File: config.mk
export PLATFORM = sky130hd
export DESIGN_NAME = uart_rx_fifo
export DESIGN_NICKNAME = d
export VERILOG_FILES = /design/src/rtl/uart_pkg.sv /design/src/rtl/uart_fifo.sv /design/src/rtl/uart_rx_fifo.sv
export SDC_FILE = /design/constraint.sdc
export NUM_CORES = 1
export LEC_CHECK = 0
export CAP_MARGIN = 20
export CORE_ASPECT_RATIO = 0.75
export CORE_MARGIN = 2
export CORE_UTILIZATION = 50
export DETAILED_ROUTE_END_ITERATION = 16
export PLACE_DENSITY_LB_ADDON = 0.12
export RECOVER_POWER = 100
export SLEW_MARGIN = 30
export SYNTH_ARGS = -nofsm -noshare
export SYNTH_HDL_FRONTEND = slang
export SYNTH_SLANG_ARGS = --single-unit
File: constraint.sdc
create_clock -name clk -period 2.4 [get_ports clk]
set_clock_uncertainty 0.15 [all_clocks]
set_input_delay 0.36 -clock clk [delete_from_list [all_inputs] [get_ports clk]]
set_output_delay 0.36 -clock clk [all_outputs]
set_load 0.01 [all_outputs]
File: src/rtl/uart_pkg.sv
// Shared types and constants for the UART receive path: FSM state encoding,
// parity mode selectors and the parity-check helper.
package uart_pkg;

    typedef enum logic [2:0] {
        IDLE  = 3'd0,
        START = 3'd1,
        DATA  = 3'd2,
        PAR   = 3'd3,
        STOP  = 3'd4,
        BREAK = 3'd5
    } rx_state_t;

    localparam int PAR_NONE = 0;
    localparam int PAR_ODD  = 1;
    localparam int PAR_EVEN = 2;

    // Data is zero-extended to 8 bits; zeros do not change the XOR reduction.
    function automatic logic parity_mismatch(input logic [7:0] data,
                                             input logic       par_bit,
                                             input int         mode);
        logic x;
        x = (^data) ^ par_bit;
        if (mode == PAR_ODD) begin
            return ~x;
        end else if (mode == PAR_EVEN) begin
            return x;
        end else begin
            return 1'b0;
        end
    endfunction

endpackage

File: src/rtl/uart_fifo.sv
// First-word-fall-through buffer for received words. Pointers carry one
// extra wrap bit so full and empty are distinguishable.
module uart_fifo #(
    parameter int WIDTH = 8,
    parameter int DEPTH = 16
) (
    input  logic             clk,
    input  logic             reset,
    input  logic             wr_en,
    input  logic [WIDTH-1:0] wr_data,
    input  logic             rd_en,
    output logic [WIDTH-1:0] rd_data,
    output logic             valid,
    output logic             full,
    output logic             overrun
);

    localparam int AW = $clog2(DEPTH);

    logic [WIDTH-1:0] mem_r [DEPTH];
    logic [AW:0]      wr_ptr_r;
    logic [AW:0]      rd_ptr_r;
    logic [AW:0]      wr_ptr_nxt_s;
    logic [AW:0]      rd_ptr_nxt_s;
    logic             valid_r;
    logic             full_r;
    logic             do_push_s;
    logic             do_pop_s;

    // Push/pop qualification; a pop frees the slot a same-cycle push needs.
    always_comb begin
        do_pop_s     = rd_en & valid_r;
        do_push_s    = wr_en & (~full_r | do_pop_s);
        overrun      = wr_en & full_r & ~rd_en;
        wr_ptr_nxt_s = wr_ptr_r + {{AW{1'b0}}, do_push_s};
        rd_ptr_nxt_s = rd_ptr_r + {{AW{1'b0}}, do_pop_s};
    end

    // Pointer and status-flag registers.
    always_ff @(posedge clk or negedge reset) begin
        if (!reset) begin
            wr_ptr_r <= {(AW + 1){1'b0}};
            rd_ptr_r <= {(AW + 1){1'b0}};
            valid_r  <= 1'b0;
            full_r   <= 1'b0;
        end else begin
            wr_ptr_r <= wr_ptr_nxt_s;
            rd_ptr_r <= rd_ptr_nxt_s;
            valid_r  <= (wr_ptr_nxt_s != rd_ptr_nxt_s);
            full_r   <= (wr_ptr_nxt_s[AW] != rd_ptr_nxt_s[AW]) &&
                        (wr_ptr_nxt_s[AW-1:0] == rd_ptr_nxt_s[AW-1:0]);
        end
    end

    // Storage array write port.
    always_ff @(posedge clk) begin
        if (do_push_s) begin
            mem_r[wr_ptr_r[AW-1:0]] <= wr_data;
        end
    end

    assign rd_data = valid_r ? mem_r[rd_ptr_r[AW-1:0]] : {WIDTH{1'b0}};
    assign valid   = valid_r;
    assign full    = full_r;

endmodule

File: src/rtl/uart_rx_fifo.sv
// UART receiver with 16x oversampling, optional parity, sticky error flags
// and a FWFT word buffer on the output side.
module uart_rx_fifo
    import uart_pkg::*;
#(
    parameter int DIV        = 326,
    parameter int DATA_BITS  = 8,
    parameter int PARITY     = 0,
    parameter int FIFO_DEPTH = 16
) (
    input  logic                 clk,
    input  logic                 reset,
    input  logic                 uart_rx,
    input  logic                 rd_en,
    output logic [DATA_BITS-1:0] rd_data,
    output logic                 rx_valid,
    output logic                 fifo_full,
    input  logic                 err_clr,
    output logic                 frame_err,
    output logic                 parity_err,
    output logic                 overrun_err
);

    localparam int         DW       = (DIV > 1) ? $clog2(DIV) : 1;
    localparam logic [2:0] LAST_BIT = 3'(DATA_BITS - 1);

    logic [DW-1:0]        div_cnt_r;
    logic                 tick_s;
    logic                 rx_meta_r, rx_sync_r;
    rx_state_t            state_r, state_nxt_s;
    logic [3:0]           tcnt_r, tcnt_nxt_s;
    logic [2:0]           bcnt_r, bcnt_nxt_s;
    logic [DATA_BITS-1:0] shift_r, shift_nxt_s;
    logic                 par_bad_r, par_bad_nxt_s;
    logic                 push_r, push_nxt_s;
    logic                 frame_set_s, parity_set_s, overrun_s;
    logic                 frame_err_r, parity_err_r, overrun_err_r;

    assign tick_s = (div_cnt_r == DW'(DIV - 1));

    // Free-running oversample tick divider.
    always_ff @(posedge clk or negedge reset) begin
        if (!reset) begin
            div_cnt_r <= {DW{1'b0}};
        end else if (tick_s) begin
            div_cnt_r <= {DW{1'b0}};
        end else begin
            div_cnt_r <= div_cnt_r + DW'(1);
        end
    end

    // Two-flop synchronizer; idles high so reset looks like a quiet line.
    always_ff @(posedge clk or negedge reset) begin
        if (!reset) begin
            rx_meta_r <= 1'b1;
            rx_sync_r <= 1'b1;
        end else begin
            rx_meta_r <= uart_rx;
            rx_sync_r <= rx_meta_r;
        end
    end

    // Frame FSM: next state, datapath updates and error/push requests.
    always_comb begin
        state_nxt_s   = state_r;
        tcnt_nxt_s    = tcnt_r;
        bcnt_nxt_s    = bcnt_r;
        shift_nxt_s   = shift_r;
        par_bad_nxt_s = par_bad_r;
        push_nxt_s    = 1'b0;
        frame_set_s   = 1'b0;
        parity_set_s  = 1'b0;
        if (tick_s) begin
            case (state_r)
                IDLE: begin
                    if (!rx_sync_r) begin
                        state_nxt_s = START;
                        tcnt_nxt_s  = 4'd0;
                    end else begin
                        state_nxt_s = IDLE;
                    end
                end
                START: begin
                    if (tcnt_r == 4'd7) begin
                        if (rx_sync_r) begin
                            state_nxt_s = IDLE;
                        end else begin
                            state_nxt_s   = DATA;
                            tcnt_nxt_s    = 4'd0;
                            bcnt_nxt_s    = 3'd0;
                            par_bad_nxt_s = 1'b0;
                        end
                    end else begin
                        tcnt_nxt_s = tcnt_r + 4'd1;
                    end
                end
                DATA: begin
                    if (tcnt_r == 4'd15) begin
                        shift_nxt_s = {rx_sync_r, shift_r[DATA_BITS-1:1]};
                        tcnt_nxt_s  = 4'd0;
                        if (bcnt_r == LAST_BIT) begin
                            bcnt_nxt_s  = 3'd0;
                            state_nxt_s = (PARITY != PAR_NONE) ? PAR : STOP;
                        end else begin
                            bcnt_nxt_s = bcnt_r + 3'd1;
                        end
                    end else begin
                        tcnt_nxt_s = tcnt_r + 4'd1;
                    end
                end
                PAR: begin
                    if (tcnt_r == 4'd15) begin
                        par_bad_nxt_s = parity_mismatch(8'(shift_r), rx_sync_r, PARITY);
                        tcnt_nxt_s    = 4'd0;
                        state_nxt_s   = STOP;
                    end else begin
                        tcnt_nxt_s = tcnt_r + 4'd1;
                    end
                end
                STOP: begin
                    if (tcnt_r == 4'd15) begin
                        tcnt_nxt_s = 4'd0;
                        if (rx_sync_r) begin
                            state_nxt_s  = IDLE;
                            parity_set_s = par_bad_r;
                            push_nxt_s   = ~par_bad_r;
                        end else begin
                            frame_set_s = 1'b1;
                            state_nxt_s = BREAK;
                        end
                    end else begin
                        tcnt_nxt_s = tcnt_r + 4'd1;
                    end
                end
                BREAK: begin
                    if (rx_sync_r) begin
                        state_nxt_s = IDLE;
                    end else begin
                        state_nxt_s = BREAK;
                    end
                end
                default: begin
                    state_nxt_s = IDLE;
                end
            endcase
        end else begin
            state_nxt_s = state_r;
        end
    end

    // FSM and datapath registers; push_r delays the write by one cycle.
    always_ff @(posedge clk or negedge reset) begin
        if (!reset) begin
            state_r   <= IDLE;
            tcnt_r    <= 4'd0;
            bcnt_r    <= 3'd0;
            shift_r   <= {DATA_BITS{1'b0}};
            par_bad_r <= 1'b0;
            push_r    <= 1'b0;
        end else begin
            state_r   <= state_nxt_s;
            tcnt_r    <= tcnt_nxt_s;
            bcnt_r    <= bcnt_nxt_s;
            shift_r   <= shift_nxt_s;
            par_bad_r <= par_bad_nxt_s;
            push_r    <= push_nxt_s;
        end
    end

    // Sticky error flags; a new error wins over a same-cycle clear.
    always_ff @(posedge clk or negedge reset) begin
        if (!reset) begin
            frame_err_r   <= 1'b0;
            parity_err_r  <= 1'b0;
            overrun_err_r <= 1'b0;
        end else begin
            frame_err_r   <= frame_set_s  | (frame_err_r   & ~err_clr);
            parity_err_r  <= parity_set_s | (parity_err_r  & ~err_clr);
            overrun_err_r <= overrun_s    | (overrun_err_r & ~err_clr);
        end
    end

    uart_fifo #(
        .WIDTH (DATA_BITS),
        .DEPTH (FIFO_DEPTH)
    ) u_fifo (
        .clk     (clk),
        .reset   (reset),
        .wr_en   (push_r),
        .wr_data (shift_r),
        .rd_en   (rd_en),
        .rd_data (rd_data),
        .valid   (rx_valid),
        .full    (fifo_full),
        .overrun (overrun_s)
    );

    assign frame_err   = frame_err_r;
    assign parity_err  = parity_err_r;
    assign overrun_err = overrun_err_r;

endmodule

==> run_results.csv <==
group,metric,value,unit
yosys,synth.most_common_cell,"edfxtp_1",
placement,dp_slack,-0.192,ns
setup_path,cp_max_fo,7,
timing,fmax,370,MHz
yosys,synth_top_area_cell,"edfxtp_1",
power_and_ir_drop,swShare,19.2,%
timing,finalHoldViolCount,0,
power_and_ir_drop,p_sw,1160,µW
detailed_routing,wl_per_cell,20.7,µm
clock_tree,cts_buffer_depth,2,
yosys,synth_flop_cell,"edfxtp_1",
setup_path,crit_top_cell,"buf_6",
clock_tree,cts.reportedPaths.clkPinSlew,0.07,ns
setup_path,startpoint_type,"register",
detailed_routing,drc,0,
yosys,synth_edf_count,128,
cells_and_area,fin_nets,501,
die,die_x,143,µm
setup_path,worstPathRequired,1.89,ns
setup_path,crit_chain,"buf_6 > buf_12 > buf_6 > mux4_2 > mux2i_1 > o22ai_1 > buf_2",
detailed_routing,postRouteWirelength,14.5,mm
cells_and_area,fin_util,59.6,%
worst_hold_path,hp-start,"rx_meta_r$_DFF_PN1_",
die,initial_core_util,50.5,%
clock_tree,ctsRootBufferMaster,"clkbuf_16",
yosys,async_flop_share,26.4,%
power_and_ir_drop,p_int,4870,µW
yosys,synth_nets,439,
global_routing,grt_start_max_net_pins,36,
yosys,ys_seq_area_share,69.1,%
detailed_routing,drt_first_iter_violations,258,
placement,place_hpwl,9.30,mm
worst_hold_path,hold_class,"register to register",
detailed_routing,first_pass_iters,5,
yosys,ys_ff_latch,174,
clock_tree,tritoncts,"yes",
global_routing,grt_pass1_vias,4025,
placement,portBuffers,17,
timing,period_needed,2.70,ns
setup_path,end_kind,"output port",
die,die_h,108,µm
setup_path,crit_type,"register to output port",
yosys,synth_area_per_cell,17.0,µm²
placement,place_area,7860,µm²
setup_path,critPathMaxStageDelay,0.49,ns
detailed_routing,vias,3959,
clock_tree,cts_max_level,4,
yosys,synthCells,426,
clock_tree,numCtsBuffers,17,
die,rows,38,
timing,rsz0062_at_grt,"true",
yosys,yosys_warnings,0,
timing,period_share,112,%
clock_tree,clock_sinks,174,
cells_and_area,design_area,8530,µm²
power_and_ir_drop,p_clk_share,46.4,%
placement,place_congestion,0.786,
cells_and_area,diodes,0,
setup_path,r2r_start,"div_cnt_r[3]$_DFF_PN0_",
setup_path,crit_path_top_delay_cell,"mux4_2",
power_and_ir_drop,pwr-share-comb,0.4,%
timing,totalNegativeSetupSlack,-2.27,ns
power_and_ir_drop,power_density,707,nW/µm²
global_routing,grt-ovfl-total,0,
global_routing,grt_pass1_wl,22.9,mm
power_and_ir_drop,cellLeakagePower,0.00343,µW
setup_path,critPathArrivalTime,2.19,ns
setup_path,crit_path_start,"u_fifo.rd_ptr_r[0]$_DFF_PN0_",
die,ioPinCount,18,
cells_and_area,drive_gt1_share,25.3,%
run,cap_violations,0,
timing,drv_slew,0,
global_routing,antenna_found_initial,0,
detailed_routing,viasPerCell,5.65,
yosys,ys_types,51,
die,dieArea,15400,µm²
yosys,synth_top_area_share,53.2,%
yosys,synth_area,7230,µm²
status,violations,"negative setup slack",
global_routing,track_usage,20.7,%
power_and_ir_drop,finalPower,6020,µW
die,core-area,14300,µm²
yosys,synthTopCellsByCount,"edfxtp_1 (128), dfrtp_1 (44), mux4_2 (32), nor2_1 (25)",
clock_tree,clk_latency,0.43,ns
yosys,synthTopCellsByArea,"edfxtp_1 (53%), dfrtp_1 (15%), mux4_2 (10%)",
timing,tightest_slew,0.873,ns
detailed_routing,drtAntennaViolNets,0,
timing,finalSetupViolCount,22,
status,status,"complete, but fails checks",
timing,slew-limit-headroom,41.8,%
timing,layout_setup_ws,-0.299,ns
cells_and_area,syn2layout_area_growth,17.9,%
power_and_ir_drop,seq_power_share,53.1,%
power_and_ir_drop,peakVddDrop,0.502,mV
## layer usage
layer | part of all wire, % | routed length (µm) | vias to the layer above | global-route usage [%]
li1 | - | - | 1791 | -
met1 | 46 | 6730 | 2071 | 28.7
met2 | 48 | 6990 | 84 | 33.0
met3 | 4.2 | 610 | 13 | 5.00
met4 | 1.1 | 160 | 0 | 6.15
met5 | 0 | 0 | - | 0
## critical path: cells and delay by family (launching register included)
family	cells	cell delay, ns
buffers and inverters	4	0.55
AOI/OAI and AO/OA	1	0.13
muxes	2	0.68
DFF	1	0.41
## layout make-up
cell class                      count  area [µm²]
Clock buffer                       22         484
Multi-Input combinational cell    222        2110
Timing Repair Buffer               63         518
Fill cell                        1093        5790
Clock inverter                     10         126
Sequential cell                   174        5000
Tap cell                          200         250
Inverter                           10        37.5
## flip-flops by register name, indices dropped and copies added, names as in the netlist, 3 cells and up
signal and flops:
bcnt_r 3, div_cnt_r 9, shift_r 8, state_r 3
tcnt_r 4, u_fifo.mem_r 128, u_fifo.rd_ptr_r 5, u_fifo.wr_ptr_r 5
## metrics by stage
| step | hold WS (ns) | instances |
|---|---|---|
| 3_3_place_gp | 0.200 | 656 |
| 3_5_place_dp | 0.201 | 656 |
| 4_1_cts | 0.191 | 703 |
| 2_1_floorplan | -0.0856 | 426 |
| 6_report | 0.208 | 701 |
| 5_1_grt | 0.211 | 701 |
## final timing paths
check	end	slack, ns	cells past startpoint
worst min register to register	rx_sync_r$_DFF_PN1_	0.21	0
min in group asynchronous	div_cnt_r[3]$_DFF_PN0_	0.44	2
worst min-delay path	rx_sync_r$_DFF_PN1_	0.21	0
worst max-delay path	rd_data[5]	-0.30	7
max in group asynchronous	shift_r[3]$_DFFE_PN0P_	0.65	3
worst max register to register	bcnt_r[0]$_DFFE_PN0P_	-0.14	4
## power by group through the flow
stage / logic [µW] / registers, µW / clock network, µW
after floorplan: 4.85 / 3260 / 0
after global placement: 28.4 / 3260 / 0
after detailed placement: 29.0 / 3260 / 0
after CTS: 30.2 / 3200 / 2830
after global routing: 31.1 / 3200 / 2970
final: 26.7 / 3200 / 2800
## kinds of logic after synthesis
kind of cell / share of synthesized area, %
buffers and inverters: 1.64
adders and majority gates: 1.38
AOI/OAI and AO/OA: 3.79
DFF: 69.1
muxes: 14.5
and+or+nand+nor: 7.29
xor gates and xnor gates: 2.27
## cell usage in the layout (no fill, tap or decap), drive strengths merged, types with 2 or more instances in the layout
master	instances
or3b	2
mux2	11
inv	14
a22o	4
xnor2	10
mux2i	17
a21oi	7
bufinv	2
nand3	17
buf	34
mux4	32
dfrtp	44
clkbuf	42
nand2b	3
xor2	6
and3	6
nand3b	5
and3b	2
clkinv	3
edfxtp	128
nor3	10
dlygate4sd3	7
ha	8
nand2	12
nor2b	2
o22ai	10
nand4	2
a211o	2
dfstp	2
clkdlybuf4s50	2
nor2	25
or4	2
o21ai	11
## repair_timing
item | CTS | global route
endpoints found under the setup margin | 8 | 18
pin swaps | 3 | 5
gates resized for setup | 41 | 6
cloned | 2 | 0
endpoints found under the hold margin | 32 | 0
buffers inserted | 12 | 0
hold buffers | 1 | 0
Note: power is estimated with default switching activity, not from simulation.
==> RTL edit 1: new RTL, config.mk and constraints unchanged <==
Set the parameter `PARITY` to 1 (it was 0).
--- a/src/rtl/uart_rx_fifo.sv
+++ b/src/rtl/uart_rx_fifo.sv
@@ -5,7 +5,7 @@
 #(
     parameter int DIV        = 326,
     parameter int DATA_BITS  = 8,
-    parameter int PARITY     = 0,
+    parameter int PARITY     = 1,
     parameter int FIFO_DEPTH = 16
 ) (
     input  logic                 clk,
Behaviour: no difference found for any inputs over 10 cycles, from zero or initial values and one cycle with reset low; that may be too few to reach the edited logic, so the function may still have changed.
==> RTL edit 1 against the original RTL <==
  * The run still ends with negative setup slack left
  * Largest cell class unchanged
  * Worst setup slack gained 0.12 ns
  * Area after synthesis grew 0.14%
  * Final area grew 1.4%
  * Sequential cell count is the same
  * Register-to-register slack gained 0.11 ns
  * First-iteration DRC count grew 26%
  * Total power shrank 1.9%
  * Wire length shrank 2.9%
==> RTL edit 1: results (changes against the original RTL) <==
Run status
Run status: complete, but fails checks (unchanged). Violated checks: negative setup slack (unchanged).

Finish
The fraction of area in non-clock buffers was 6.99% (was 6.08%). The number of fill cells in the layout is 1088 (was 1093). The number of nets in the finished design was 519 (was 501).

The count of flip-flops and latches was 174 (unchanged). The clock-cell share of area is 6.67% (was 7.16%). The multi-input gate area in the final layout is 2180 sq um (was 2110 sq um). The final-layout clock buffer total is 18 (was 22). The fraction of layout instances using a drive strength above 1 is 29.1% (was 25.3%).

The register share of the cell area is 57.8% (was 58.6%).

Global routing
The met1 layer usage reported by global route came to 29.2% (was 28.7%). The number of global-route vias before repair is 4002 (was 4025). The met2 global-route usage is 30.1% (was 33.0%). The global-route wire length before repair is 22.5 mm (was 22.9 mm). The met3 routing resource usage after global routing is 3.90% (was 5.00%). The total global-route track usage is 20.0% (was 20.7%).

Synth
The number of library cell types mapped by synthesis came to 52 (was 51). Top cells by area, synth: sky130_fd_sc_hd__edfxtp_1, sky130_fd_sc_hd__dfrtp_1, sky130_fd_sc_hd__mux4_2 (unchanged). The share of cell area taken by muxes after synthesis is 12.0% (was 14.5%). The portion of the post-synthesis area used by sequential elements is 69.0% (was 69.1%).

The post-synthesis xor/xnor area fraction is 3.47% (was 2.27%). The synthesized netlist cell count is 428 (was 426). The post-synthesis share of cell area spent on full adders, half adders and majority gates was 1.38% (about the same).

Detailed routing
The met2 layer wire length in the routed design is 6.70 mm (was 6.99 mm). The total vias in the final route is 3935 (was 3959). The post-detailed-routing wire length was 14.1 mm (was 14.5 mm).

The detailed-route wire length on metal 1 is 6.68 mm (was 6.73 mm). The initial DRC count is 324 (was 258). The amount of wire on met3 after detailed routing came to 482 um (was 610 um).

Placement
The count of input and output buffers was 17 (unchanged). The instance count after placement with tap cells included is 678 (was 656). The estimated wirelength of the detail-placed design is 9.49 mm (was 9.30 mm).

The routability congestion estimate is 0.750 (was 0.786).

Pwr
The portion of total power attributed to sequential cells is 54.2% (was 53.1%). The worst vdd rail ir drop is 0.498 mV (was 0.502 mV). The clock network fraction of design power is 45.4% (was 46.4%).

The leakage power of the design is 3.44 nW (was 3.43 nW).

Timing
The post-route worst setup slack is -0.180 ns (was -0.299 ns). The count of endpoints failing setup in the final report was 9 (was 22). The final total negative setup slack is -1.33 ns (was -2.27 ns). The max-slew headroom at the worst pin is 41.5% (was 41.8%).

Clock network
The quantity of gates resized following cts was 57 (was 41). The number of setup buffers added after CTS is 7 (was 12).

Critical path
The arrival time of the worst setup path is 2.07 ns (was 2.19 ns). The worst reg2reg path depth is 8 (was 4).
-- RTL edit 1: worst paths after layout --
kind                                          from          to  slack, ns
worst max-delay path            u_fifo.rd_ptr_r[0]  rd_data[7]      -0.18
worst min-delay path                     rx_meta_r   rx_sync_r       0.21
worst max register to register        div_cnt_r[1]  state_r[2]      -0.03
worst min register to register           rx_meta_r   rx_sync_r       0.21
max in group asynchronous                    reset  shift_r[3]       0.86
min in group asynchronous                    reset   tcnt_r[0]       0.43
-- RTL edit 1: through the flow --
stage               setup WS, ns  util (%)  cell area [sq um]  hold slack (ns)  power, W
CTS                       -0.214      61.0               8740            0.170   0.00599
finish                    -0.180      60.4               8640            0.207   0.00591
global placement          -0.222      55.7               7970            0.199   0.00329
global route              -0.266      60.4               8640            0.209   0.00611
detailed placement        -0.212      55.7               7970            0.199   0.00329
floorplan                  0.242         -               7240          -0.0856   0.00327
==> RTL edit 2: new RTL, config.mk and constraints unchanged <==
Without the edit above. Encoding of `rx_state_t`: now one-hot (6 bits for 6 states).
--- a/src/rtl/uart_pkg.sv
+++ b/src/rtl/uart_pkg.sv
@@ -2,13 +2,13 @@
 // parity mode selectors and the parity-check helper.
 package uart_pkg;
 
-    typedef enum logic [2:0] {
-        IDLE  = 3'd0,
-        START = 3'd1,
-        DATA  = 3'd2,
-        PAR   = 3'd3,
-        STOP  = 3'd4,
-        BREAK = 3'd5
+    typedef enum logic [5:0] {
+        IDLE  = 6'b000001,
+        START = 6'b000010,
+        DATA  = 6'b000100,
+        PAR   = 6'b001000,
+        STOP  = 6'b010000,
+        BREAK = 6'b100000
     } rx_state_t;
 
     localparam int PAR_NONE = 0;
Formal check against the unedited RTL: same outputs for any inputs over 10 cycles, from zero or initial values and one cycle with reset low; not proved beyond that.
==> RTL edit 2 against the original RTL <==
  * Register-to-register slack better by 0.08 ns
  * Non-clock buffer count stayed put
  * The flow still finishes with violations (negative setup slack)
  * Area after synthesis is 1.6% higher
  * Wire length is 2.2% higher
  * Sequential cell count is 2 higher
  * Cell count is 1.6% higher
  * Final area is 1.2% higher
  * Total power is 0.56% lower
  * Via count is 1.2% higher
  * Worst setup slack better by 0.059 ns
  * Count of clock-buffer cells in the layout stayed put
  * Largest power group unchanged
==> RTL edit 2: results (changes against the original RTL) <==
Timing
The count of endpoints failing setup in the final report is 10 (was 22). The slew at the pin with the worst max-slew slack is 1.17 ns (was 0.873 ns). The final total negative setup slack is -1.74 ns (was -2.27 ns). The post-route worst setup slack was -0.240 ns (was -0.299 ns).

The time the worst path needs with I/O delays and setup is 2.64 ns (was 2.70 ns).

Global routing
The met2 global-route usage is 32.1% (was 33.0%). The total global-route track usage is 20.6% (was 20.7%). The number of global-route vias before repair was 4060 (was 4025).

The met3 routing resource usage after global routing is 5.71% (was 5.00%).

Pwr
The net switching component of the power came to 0.00119 W (was 0.00116 W). The clock network fraction of design power is 45.5% (was 46.4%).

Placement
The routability congestion estimate is 0.886 (was 0.786). The estimated wirelength of the detail-placed design is 9.73 mm (was 9.30 mm). The instance count after placement with tap cells included is 669 (was 656).

Finish
The fraction of area in non-clock buffers came to 5.89% (was 6.08%). The final standard cell area without fillers is 8620 sq um (was 8530 sq um). The multi-input gate area in the final layout is 2160 sq um (was 2110 sq um). The clock-cell share of area is 6.99% (was 7.16%). The number of signal-net inverters in the final layout is 14 (was 10). The number of nets in the finished design is 513 (was 501).

Detailed routing
The detailed-route wire length on metal 1 is 6.77 mm (was 6.73 mm). The post-detailed-route wirelength per cell was 20.8 um (was 20.7 um). The amount of wire on met3 after detailed routing came to 794 um (was 610 um). The initial DRC count is 319 (was 258). The post-detailed-routing wire length was 14.8 mm (was 14.5 mm). The met2 layer wire length in the routed design was 7.09 mm (was 6.99 mm).

Synth
The async set-reset flop share out of synthesis was 27.3% (was 26.4%). Post-synth top cells: sky130_fd_sc_hd__edfxtp_1, sky130_fd_sc_hd__dfrtp_1, sky130_fd_sc_hd__mux4_2 (unchanged). The number of library cell types mapped by synthesis was 55 (was 51). The share of cell area taken by muxes after synthesis was 14.0% (was 14.5%). The synthesized netlist cell count is 436 (was 426). The portion of the post-synthesis area used by sequential elements came to 68.8% (was 69.1%). The post-synthesis share of cell area spent on full adders, half adders and majority gates was 1.53% (was 1.38%). Top cells by area, synth: sky130_fd_sc_hd__edfxtp_1, sky130_fd_sc_hd__dfrtp_1, sky130_fd_sc_hd__mux4_2 (unchanged).

Critical path
The arrival time of the worst setup path is 2.13 ns (was 2.19 ns).

Clock network
The number of setup buffers added after CTS is 5 (was 12).

Run status
Run status: complete, but fails checks (unchanged). Violated checks: negative setup slack (unchanged).
RTL edit 2: cell types whose count changed after synthesis, sizes merged, moves of 3 or more:
cell,unedited run,this run
inv,10,14
nor3,10,13
o21ai,11,4
xor2,6,10
a221oi,0,3
a21oi,7,1
clkbuf,13,10
RTL edit 2: final timing paths:
check                                        start                 end  slack (ns)  cells after the start
max in group asynchronous                    reset  u_fifo.rd_ptr_r[0]        0.53                      3
worst min-delay path                     rx_meta_r           rx_sync_r        0.21                      0
worst max-delay path            u_fifo.rd_ptr_r[0]          rd_data[1]       -0.24                      6
worst min register to register           rx_meta_r           rx_sync_r        0.21                      0
min in group asynchronous                    reset        div_cnt_r[1]        0.54                      2
worst max register to register        div_cnt_r[3]          state_r[4]       -0.06                      5
RTL edit 2: critical path, delay by kind of cell, from the launching register on:
family,cells,cell delay (ns)
AO/OA/AOI/OAI,1,0.12
flip-flops,1,0.46
multiplexers,2,0.71
buffers and inverters,3,0.42
